[config.mk]
export PLATFORM = sky130hd
export DESIGN_NAME = wb_cmd_initiator_flat
export DESIGN_NICKNAME = d
export VERILOG_FILES = /design/src/rtl/wb_cmd_initiator_if.sv /design/src/rtl/wb_cmd_initiator.sv /design/src/flat_wrapper.sv
export SDC_FILE = /design/constraint.sdc
export NUM_CORES = 1
export LEC_CHECK = 0
export CAP_MARGIN = 20
export CORE_MARGIN = 4
export CORE_UTILIZATION = 41
export DETAILED_ROUTE_END_ITERATION = 12
export HOLD_SLACK_MARGIN = 0.15
export PLACE_DENSITY = 0.81
export SYNTH_ARGS = -nofsm -noshare
export SYNTH_HDL_FRONTEND = slang
export SYNTH_SLANG_ARGS = --single-unit
[constraint.sdc]
create_clock -name wb_clk_i -period 2.54 [get_ports wb_clk_i]
set_clock_uncertainty 0.15 [all_clocks]
set_input_delay 0.381 -clock wb_clk_i [delete_from_list [all_inputs] [get_ports wb_clk_i]]
set_output_delay 0.381 -clock wb_clk_i [all_outputs]
set_load 0.01 [all_outputs]
[src/rtl/wb_cmd_initiator_if.sv]
// wb_cmd_initiator_if: command, response and Wishbone signals of the initiator
interface wb_cmd_initiator_if;
    logic        cmd_valid;
    logic        cmd_ready;
    logic        cmd_we;
    logic [31:0] cmd_adr;
    logic [31:0] cmd_dat;
    logic [3:0]  cmd_sel;
    logic        rsp_valid;
    logic        rsp_ready;
    logic [31:0] rsp_dat;
    logic        rsp_err;
    logic        wbm_cyc_o;
    logic        wbm_stb_o;
    logic        wbm_we_o;
    logic [31:0] wbm_adr_o;
    logic [31:0] wbm_dat_o;
    logic [3:0]  wbm_sel_o;
    logic [31:0] wbm_dat_i;
    logic        wbm_ack_i;

    modport master (
        input  cmd_valid, cmd_we, cmd_adr, cmd_dat, cmd_sel, rsp_ready, wbm_dat_i, wbm_ack_i,
        output cmd_ready, rsp_valid, rsp_dat, rsp_err,
        output wbm_cyc_o, wbm_stb_o, wbm_we_o, wbm_adr_o, wbm_dat_o, wbm_sel_o
    );

    modport slave (
        output cmd_valid, cmd_we, cmd_adr, cmd_dat, cmd_sel, rsp_ready, wbm_dat_i, wbm_ack_i,
        input  cmd_ready, rsp_valid, rsp_dat, rsp_err,
        input  wbm_cyc_o, wbm_stb_o, wbm_we_o, wbm_adr_o, wbm_dat_o, wbm_sel_o
    );
endinterface

[src/rtl/wb_cmd_initiator.sv]
// wb_cmd_initiator: one Wishbone classic cycle per command, read data or timeout on the response channel
module wb_cmd_initiator #(
    parameter int TIMEOUT_CYCLES = 255,
    parameter int ERR_CNT_W      = 8
) (
    input  logic                 wb_clk_i,
    input  logic                 wb_rst_i,
    wb_cmd_initiator_if.master   bus,
    output logic [ERR_CNT_W-1:0] err_count
);
    localparam int TW = (TIMEOUT_CYCLES < 1) ? 1 : $clog2(TIMEOUT_CYCLES + 1);
    localparam logic [TW-1:0] T_LAST = TW'((TIMEOUT_CYCLES > 0) ? TIMEOUT_CYCLES - 1 : 0);

    typedef enum logic [1:0] {IDLE, BUS, RESP} state_t;

    state_t                 state_q, state_d;
    logic [TW-1:0]          cnt_q, cnt_d;
    logic [ERR_CNT_W-1:0]   err_count_q, err_count_d;
    logic                   cmd_ready_q, cmd_ready_d;
    logic                   rsp_valid_q, rsp_valid_d;
    logic [31:0]            rsp_dat_q, rsp_dat_d;
    logic                   rsp_err_q, rsp_err_d;
    logic                   cyc_q, cyc_d;
    logic                   stb_q, stb_d;
    logic                   we_q, we_d;
    logic [31:0]            adr_q, adr_d;
    logic [31:0]            dat_q, dat_d;
    logic [3:0]             sel_q, sel_d;

    assign bus.cmd_ready = cmd_ready_q;
    assign bus.rsp_valid = rsp_valid_q;
    assign bus.rsp_dat   = rsp_dat_q;
    assign bus.rsp_err   = rsp_err_q;
    assign bus.wbm_cyc_o = cyc_q;
    assign bus.wbm_stb_o = stb_q;
    assign bus.wbm_we_o  = we_q;
    assign bus.wbm_adr_o = adr_q;
    assign bus.wbm_dat_o = dat_q;
    assign bus.wbm_sel_o = sel_q;
    assign err_count     = err_count_q;

    // State and registered outputs; reset drops any cycle in flight and discards a pending response
    always_ff @(posedge wb_clk_i) begin
        if (wb_rst_i) begin
            state_q     <= IDLE;
            cnt_q       <= '0;
            err_count_q <= '0;
            cmd_ready_q <= 1'b0;
            rsp_valid_q <= 1'b0;
            rsp_dat_q   <= '0;
            rsp_err_q   <= 1'b0;
            cyc_q       <= 1'b0;
            stb_q       <= 1'b0;
            we_q        <= 1'b0;
            adr_q       <= '0;
            dat_q       <= '0;
            sel_q       <= '0;
        end else begin
            state_q     <= state_d;
            cnt_q       <= cnt_d;
            err_count_q <= err_count_d;
            cmd_ready_q <= cmd_ready_d;
            rsp_valid_q <= rsp_valid_d;
            rsp_dat_q   <= rsp_dat_d;
            rsp_err_q   <= rsp_err_d;
            cyc_q       <= cyc_d;
            stb_q       <= stb_d;
            we_q        <= we_d;
            adr_q       <= adr_d;
            dat_q       <= dat_d;
            sel_q       <= sel_d;
        end
    end

    // Next state: accept a command, run the bus cycle until ack or timeout (ack wins a tie), hold the response
    always_comb begin
        state_d     = state_q;
        cnt_d       = cnt_q;
        err_count_d = err_count_q;
        cmd_ready_d = cmd_ready_q;
        rsp_valid_d = rsp_valid_q;
        rsp_dat_d   = rsp_dat_q;
        rsp_err_d   = rsp_err_q;
        cyc_d       = cyc_q;
        stb_d       = stb_q;
        we_d        = we_q;
        adr_d       = adr_q;
        dat_d       = dat_q;
        sel_d       = sel_q;
        case (state_q)
            IDLE: begin
                if (cmd_ready_q && bus.cmd_valid) begin
                    we_d        = bus.cmd_we;
                    adr_d       = bus.cmd_adr;
                    dat_d       = bus.cmd_dat;
                    sel_d       = bus.cmd_sel;
                    cnt_d       = '0;
                    cyc_d       = 1'b1;
                    stb_d       = 1'b1;
                    cmd_ready_d = 1'b0;
                    state_d     = BUS;
                end else begin
                    cmd_ready_d = 1'b1;
                end
            end
            BUS: begin
                if (bus.wbm_ack_i) begin
                    cyc_d       = 1'b0;
                    stb_d       = 1'b0;
                    rsp_dat_d   = we_q ? '0 : bus.wbm_dat_i;
                    rsp_err_d   = 1'b0;
                    rsp_valid_d = 1'b1;
                    state_d     = RESP;
                end else if (TIMEOUT_CYCLES != 0) begin
                    cnt_d = cnt_q + 1'b1;
                    if (cnt_q == T_LAST) begin
                        cyc_d       = 1'b0;
                        stb_d       = 1'b0;
                        rsp_dat_d   = '0;
                        rsp_err_d   = 1'b1;
                        rsp_valid_d = 1'b1;
                        err_count_d = (&err_count_q) ? err_count_q : err_count_q + 1'b1;
                        state_d     = RESP;
                    end
                end
            end
            RESP: begin
                if (bus.rsp_ready) begin
                    rsp_valid_d = 1'b0;
                    cmd_ready_d = 1'b1;
                    state_d     = IDLE;
                end
            end
            default: state_d = IDLE;
        endcase
    end
endmodule

[src/flat_wrapper.sv]
// flat-port wrapper written by rule: the top's interface ports become plain ports
module wb_cmd_initiator_flat 
#(
    parameter int TIMEOUT_CYCLES = 255,
    parameter int ERR_CNT_W      = 8
)
  (wb_clk_i, wb_rst_i, err_count, bus_cmd_valid, bus_cmd_we, bus_cmd_adr, bus_cmd_dat, bus_cmd_sel, bus_rsp_ready, bus_wbm_dat_i, bus_wbm_ack_i, bus_cmd_ready, bus_rsp_valid, bus_rsp_dat, bus_rsp_err, bus_wbm_cyc_o, bus_wbm_stb_o, bus_wbm_we_o, bus_wbm_adr_o, bus_wbm_dat_o, bus_wbm_sel_o);
  wb_cmd_initiator_if bus_i ();
  input  logic wb_clk_i;
  input  logic wb_rst_i;
  output logic [ERR_CNT_W-1:0] err_count;
  input wire logic [$bits(bus_i.cmd_valid)-1:0] bus_cmd_valid;
  input wire logic [$bits(bus_i.cmd_we)-1:0] bus_cmd_we;
  input wire logic [$bits(bus_i.cmd_adr)-1:0] bus_cmd_adr;
  input wire logic [$bits(bus_i.cmd_dat)-1:0] bus_cmd_dat;
  input wire logic [$bits(bus_i.cmd_sel)-1:0] bus_cmd_sel;
  input wire logic [$bits(bus_i.rsp_ready)-1:0] bus_rsp_ready;
  input wire logic [$bits(bus_i.wbm_dat_i)-1:0] bus_wbm_dat_i;
  input wire logic [$bits(bus_i.wbm_ack_i)-1:0] bus_wbm_ack_i;
  output wire logic [$bits(bus_i.cmd_ready)-1:0] bus_cmd_ready;
  output wire logic [$bits(bus_i.rsp_valid)-1:0] bus_rsp_valid;
  output wire logic [$bits(bus_i.rsp_dat)-1:0] bus_rsp_dat;
  output wire logic [$bits(bus_i.rsp_err)-1:0] bus_rsp_err;
  output wire logic [$bits(bus_i.wbm_cyc_o)-1:0] bus_wbm_cyc_o;
  output wire logic [$bits(bus_i.wbm_stb_o)-1:0] bus_wbm_stb_o;
  output wire logic [$bits(bus_i.wbm_we_o)-1:0] bus_wbm_we_o;
  output wire logic [$bits(bus_i.wbm_adr_o)-1:0] bus_wbm_adr_o;
  output wire logic [$bits(bus_i.wbm_dat_o)-1:0] bus_wbm_dat_o;
  output wire logic [$bits(bus_i.wbm_sel_o)-1:0] bus_wbm_sel_o;
  assign bus_i.cmd_valid = bus_cmd_valid;
  assign bus_i.cmd_we = bus_cmd_we;
  assign bus_i.cmd_adr = bus_cmd_adr;
  assign bus_i.cmd_dat = bus_cmd_dat;
  assign bus_i.cmd_sel = bus_cmd_sel;
  assign bus_i.rsp_ready = bus_rsp_ready;
  assign bus_i.wbm_dat_i = bus_wbm_dat_i;
  assign bus_i.wbm_ack_i = bus_wbm_ack_i;
  assign bus_cmd_ready = bus_i.cmd_ready;
  assign bus_rsp_valid = bus_i.rsp_valid;
  assign bus_rsp_dat = bus_i.rsp_dat;
  assign bus_rsp_err = bus_i.rsp_err;
  assign bus_wbm_cyc_o = bus_i.wbm_cyc_o;
  assign bus_wbm_stb_o = bus_i.wbm_stb_o;
  assign bus_wbm_we_o = bus_i.wbm_we_o;
  assign bus_wbm_adr_o = bus_i.wbm_adr_o;
  assign bus_wbm_dat_o = bus_i.wbm_dat_o;
  assign bus_wbm_sel_o = bus_i.wbm_sel_o;
  wb_cmd_initiator #(.TIMEOUT_CYCLES(TIMEOUT_CYCLES), .ERR_CNT_W(ERR_CNT_W)) u_core (.wb_clk_i(wb_clk_i), .wb_rst_i(wb_rst_i), .bus(bus_i), .err_count(err_count));
endmodule
==> metrics, run 1 <==
crit-path max cell delay=600 ps; top-count cell post-synth=nand2_1; largest cells by area after synthesis=dfxtp_1, nand2_1, a21oi_1, o21ai_0, clkbuf_1; Setup Slack @ Placement=173 ps; CP Data Arrival Time=1540 ps; share of cells above drive strength 1=between 6 and 7%; worst-path cell with the longest stage delay=clkdlybuf4s50_1; number of flops mapped to enable cells by yosys=0; first-pass GRT wire length=21,600 um; cell-internal power=3780 uW; NetSw=1110 uW; Setup Viol. Count Final=0; max-cap violations=0; die width=113 um; Fmax achieved=483 MHz; area of the die=12,900 um^2; vias in the first global route=4,575; number of distinct library cells after synthesis=42; antenna-violating nets left=0; CTS sink cnt=123; filler-free cell count of the finished design=923; async set-or-reset flop fraction in the synthesized netlist=0%; Inst Count DP=891; Main synth FF type=dfxtp_1; Boundary Pins=220; Yosys reg bits=123; setup TNS=0 ps; worst-margin pin slew=567 ps; Clk Latency, worst-skew pair=510 ps; initial antenna violation count=0; fin crit period=~2100 ps; pin count of the biggest net entering global routing=49; P&R area growth vs syn=62.8%; CTS tree=built; Worst Reg-to-Reg Cells=6; setup slack, reg-to-reg=480 ps; Layout Nets=879; clock share of power=46.0%; DRC errors left=0; setup ws final=469 ps; final period utilization=81.5%; worst hold endpoint=u_core.bus.rsp_dat[24]$_SDFFE_PP0P_; Clock Tree Buf Depth=2; Post-Syn Area per Cell=approximately 8.1 um^2; Leakage Power=0.00256 uW; critical path class=flop to output pin; cts hold-fix bufs=0; input/output buffers=219; crit start category=flop; Inserted Diodes=0; Core Area=between 10,000 and 15,000 um^2; WL final=13,700 um; dpl hpwl=9990 um; height of the die=between 100 and 150 um; Max H-tree Level=4; Top delay family on crit path=buffers and inverters; Hold Path Origin=wb_rst_i; sequential-to-total area share from yosys stat=54.0%; Yosys top cell area share=54.0%; 1st-pass router iterations=5; Resize count post-CTS=0; relative slew slack=a little over 60%; sw frac=22.7%; Pwr Density=658 nW/um^2; peak supply drop=0.000332 V; cells along the critical path=clkdlybuf4s50_1; Warnings, synthesis=0; post-synthesis cell area=4560 um^2; CTS Buf Count=17; Reg power frac=42.0%; Req. time, crit path=2010 ps; smallest hold slack=between 150 and 200 ps; Synth area leader=dfxtp_1; GPL Wtd Cong=0.881; Hold Path Cell Cnt=2; CP endpoint kind=output pin; Hold Vio Cnt, Final=0; min-delay worst type=input port to flop; Crit Path Max Fanout=7; number of placement rows=38; Wirelength per Cell=14.9 um; Post-CTS Setup Repair Bufs=0; CP Depth=1; Crit Reg-Reg Endpoint=u_core.err_count[5]$_SDFFE_PP0P_; Buf/Inv on CP=1; clock-pin slew of the registers on the worst-case setup and hold paths=50 ps; Logic pwr share=around an eighth; RR Startpoint=u_core.cnt_q[0]$_SDFFE_PP0P_; Avg Vias per Cell=a little over 5; initial drt markers=410; GRT Total Usage=20.6%; GR Overflow Total=0; Syn Inst Count=562; CTS root buffer=clkbuf_8; status=finished clean; Crit. Startpoint=u_core.err_count[2]$_SDFFE_PP0P_; Synthesized Nets=671; final slew viol count=0; Vias=4,689; Post-synth top cells=nand2_1, dfxtp_1, a21oi_1, o21ai_0, clkbuf_1; starting density of the core=41.9%; final core utilization=68.2%; RSZ-0062 raised after global routing=no
-- worst max path at each step --
stage,end,slack [ps]
2_1_floorplan,u_core.err_count[5]$_SDFFE_PP0P_,710
3_3_place_gp,u_core.cnt_q[7]$_SDFFE_PP0P_,200
3_5_place_dp,u_core.cnt_q[7]$_SDFFE_PP0P_,170
4_1_cts,bus_cmd_ready,460
5_1_grt,u_core.err_count[5]$_SDFFE_PP0P_,370
6_report,err_count[2],470
-- metal layers --
layer | routed length (um) | up-vias | GRT usage [%]
met5 | 0 | - | 0
met3 | 1210 | 24 | 8.22
met1 | 5510 | 2163 | 22.8
met2 | 6760 | 194 | 35.7
li1 | - | 2308 | -
met4 | 259 | 0 | 7.13
-- sequential cells by signal, indices dropped and copies added (netlist names) --
register / cells
u_core.bus.rsp_dat: 32
u_core.bus.wbm_adr_o: 32
u_core.bus.wbm_dat_o: 32
u_core.cnt_q: 8
u_core.err_count: 8
u_core.bus.wbm_sel_o: 4
u_core.state_q: 2
u_core.bus.cmd_ready: 1
u_core.bus.rsp_err: 1
u_core.bus.rsp_valid: 1
u_core.bus.wbm_cyc_o: 1
u_core.bus.wbm_we_o: 1
-- cell usage in the layout (no fill, tap or decap), types with 3 or more instances in the layout --
cell             synthesis  final
ha_1                     3      3
or3_1                    3      3
clkdlybuf4s50_1          0    218
a211oi_1                 4      4
o31ai_1                  3      3
clkinv_2                 0      5
buf_4                    1     11
nor2_1                  13     13
or4_1                    3      3
xor2_1                   3      3
dfxtp_1                123    123
nand3_1                  6      6
clkbuf_16                0     16
nand2_1                176    176
inv_1                    3      3
clkbuf_8                 0      3
clkbuf_1                33      5
o21ai_0                 38     38
a21oi_1                115    114
-- final cells by class --
type | instances | area, um^2
Clock inverter | 8 | 92.6
Tap cell | 140 | 175
Timing Repair Buffer | 230 | 2280
Multi-Input combinational cell | 395 | 1940
Sequential cell | 123 | 2460
Fill cell | 848 | 3460
Inverter | 3 | 11.3
Clock buffer | 24 | 460
-- power groups by stage --
stage / Combinational, uW / Clock (uW) / Sequential (uW)
floorplan: 186 / 0 / 2120
finish: 590 / 2250 / 2050
detailed placement: 590 / 0 / 2090
global placement: 579 / 0 / 2090
global route: 636 / 2380 / 2060
CTS: 595 / 2290 / 2050
-- per-stage QoR --
stage | total power (uW) | area, um^2
floorplan | 2300 | 4560
global placement | 2660 | 6880
detailed placement | 2680 | 6880
CTS | 4930 | 7430
global route | 5070 | 7430
finish | 4880 | 7430
-- cells by family (layout without fill, tap and decap cells) --
logic type | Yosys count | in the layout | share of synthesized area (%)
muxes | 1 | 1 | 0.247
and+or+nand+nor | 221 | 221 | 20.7
DFF | 123 | 123 | 54.0
adders and majority gates | 3 | 3 | 0.823
xor gates and xnor gates | 5 | 5 | 0.960
buffers and inverters | 44 | 265 | 4.00
AOI/OAI and AO/OA | 165 | 165 | 19.3
Note: power is estimated with default switching activity, not from simulation.
==> run 2: changes to the inputs <==
clock period = 2 ns   (was 2.54 ns; I/O delays follow)
==> metrics, run 2 (synthesis gave the netlist of run 1 again) <==
Crit Path Max Fanout=5 (-2); GPL Wtd Cong=0.873 (-0.99%); GR peak layer=met2; Clock Tree Buf Depth=2 (unchanged); Buf/Inv on CP=1 (unchanged); CTS sink cnt=123 (unchanged); peak supply drop=0.000442 V (+33%); die width=113 um (unchanged); M3 GR Usage=8.38% (+0.16 points); Fmax achieved=514 MHz; critical path class=flop to output pin; WL final=13,800 um (+0.77%); relative slew slack=58.8% (-3.3 points); Clk Latency, worst-skew pair=500 ps (about the same); final period utilization=between 90% and 100%; P&R area growth vs syn=66.6%; most frequent cells in the layout=clkdlybuf4s50_1, nand2_1, dfxtp_1; CP Data Arrival Time=1490 ps (-50 ps); DRC errors left=0 (unchanged); Inserted Diodes=0 (unchanged); vias in the first global route=4,738 (+3.6%); worst-path cell with the longest stage delay=clkdlybuf4s50_1; dpl hpwl=9960 um (-0.26%); GRT Total Usage=20.9% (+0.31 points); smallest hold slack=190 ps (-0.584 ps); Setup Viol. Count Final=0 (unchanged); GR Util met2=36.9% (+1.2 points); share of cells above drive strength 1=7.71% (+1.6 points); Max H-tree Level=4 (unchanged); Leakage Power=0.00265 uW (+3.6%); met1 Resource Use GR=22.6% (-0.25 points); clock-pin slew of the registers on the worst-case setup and hold paths=60 ps (about the same); input/output buffers=219 (unchanged); final slew viol count=0 (unchanged); Layout Nets=887 (+0.91%); pin count of the biggest net entering global routing=45 (-8.2%); Boundary Pins=220 (unchanged); initial drt markers=291 (-29%); commonest non-fill, non-tap cell in the layout=clkdlybuf4s50_1; 1st-pass router iterations=5 (unchanged); Core Area=10,900 um^2 (unchanged); final instance area=7600 um^2 (+2.3%); Req. time, crit path=1550 ps (-460 ps); starting density of the core=41.9% (unchanged); Wirelength per Cell=14.9 um (about the same); min-delay worst type=input port to flop; CTS root buffer=clkbuf_8; worst-margin pin slew=615 ps (+48.6 ps); max-cap violations=0 (unchanged); area of the die=12,900 um^2 (unchanged); fin crit period=1940 ps; cells along the critical path=clkdlybuf4s50_1; crit start category=flop; Vias=4,690 (+0.021%); Pwr Density=846 nW/um^2 (+29%); Avg Vias per Cell=5.04 (-0.84%); final core utilization=69.8% (+1.6 points); RSZ-0062 raised after global routing=no; CTS tree=built; first-pass GRT wire length=22,000 um (+1.6%); Post-DP Area=6980 um^2 (+1.5%); fill count=827 (-2.5%); CTS Buf Count=17 (unchanged); GR Overflow Total=0 (unchanged); Top delay family on crit path=buffers and inverters; crit-path max cell delay=590 ps (about the same); initial antenna violation count=0 (unchanged); height of the die=113 um (unchanged); number of placement rows=38 (unchanged); status=finished clean; Hold Vio Cnt, Final=0 (unchanged); CP endpoint kind=output pin; antenna-violating nets left=0 (unchanged)
## run 2: cell types whose count changed in the layout (fill, tap and decap cells not counted), moves of 2 or more
cell / previous run / this run
inv_6: 0 / 3
buf_4: 11 / 14
clkinv_2: 5 / 2
clkdlybuf4s50_1: 218 / 215
clkinvlp_4: 1 / 3
buf_12: 1 / 5
clkinv_4: 0 / 2
clkbuf_1: 5 / 1
dlygate4sd2_1: 0 / 2
## run 2: area by class of cell
cell class | count | area (um^2) | area share [%]
flip-flops and latches | 123 | 2460 | 32.4
repair buffers | 238 | 2400 | 31.5
multi-input cells | 395 | 1960 | 25.7
clock buffers | 19 | 432 | 5.68
well taps | 140 | 175 | 2.30
clock inverters | 13 | 166 | 2.19
inverters | 3 | 11.3 | 0.148
## run 2: final timing paths
path / start / to / slack [ps] / cells after the start
worst min register to register: u_core.bus.wbm_dat_o[25]$_SDFFE_PP0P_ / u_core.bus.wbm_dat_o[25]$_SDFFE_PP0P_ / 300 / 2
worst max register to register: u_core.cnt_q[0]$_SDFFE_PP0P_ / u_core.err_count[7]$_SDFFE_PP0P_ / 100 / 6
worst max-delay path: u_core.err_count[5]$_SDFFE_PP0P_ / err_count[5] / 60 / 1
worst min-delay path: bus_cmd_dat[23] / u_core.bus.wbm_dat_o[23]$_SDFFE_PP0P_ / 190 / 3
## run 2: through the flow
step	setup WS, ps	cells	setup TNS (ps)	power [uW]
final	56.2	931	0	6430
after global routing	1.66	931	0	6700
after CTS	0.204	931	0	6510
after detailed placement	-189	898	-893	3430
after global placement	-173	898	-402	3410
after floorplan	169	562	0	2930
## run 2: power breakdown
part	internal (uW)	switching, uW	leakage, uW
registers	2550	51.3	0.000999
clock network	1940	1110	0.000285
logic	442	337	0.00137
total	4930	1500	0.00265
## run 2: worst register-to-register path: stages, from the launching register on
cell and delay, ps:
dfxtp_1 330, inv_1 110, ha_1 160, and3_1 260, nand3_4 130, or4_1 540
a21oi_1 160
## run 2: timing repair
item                                    4_1_cts  5_1_grt
endpoints found under the setup margin        3        2
pin swaps                                     0        0
resized for setup                             3        3
gates cloned                                  0        0
hold endpoints to repair                     14        0
hold buffers                                  1        0
setup buffers                                 0        0
## run 2: routing by layer
metal,vias up,part of all wire [%]
li1,2324,-
met1,2155,39
met3,23,9.3
met5,-,0
met2,188,50
met4,0,1.6
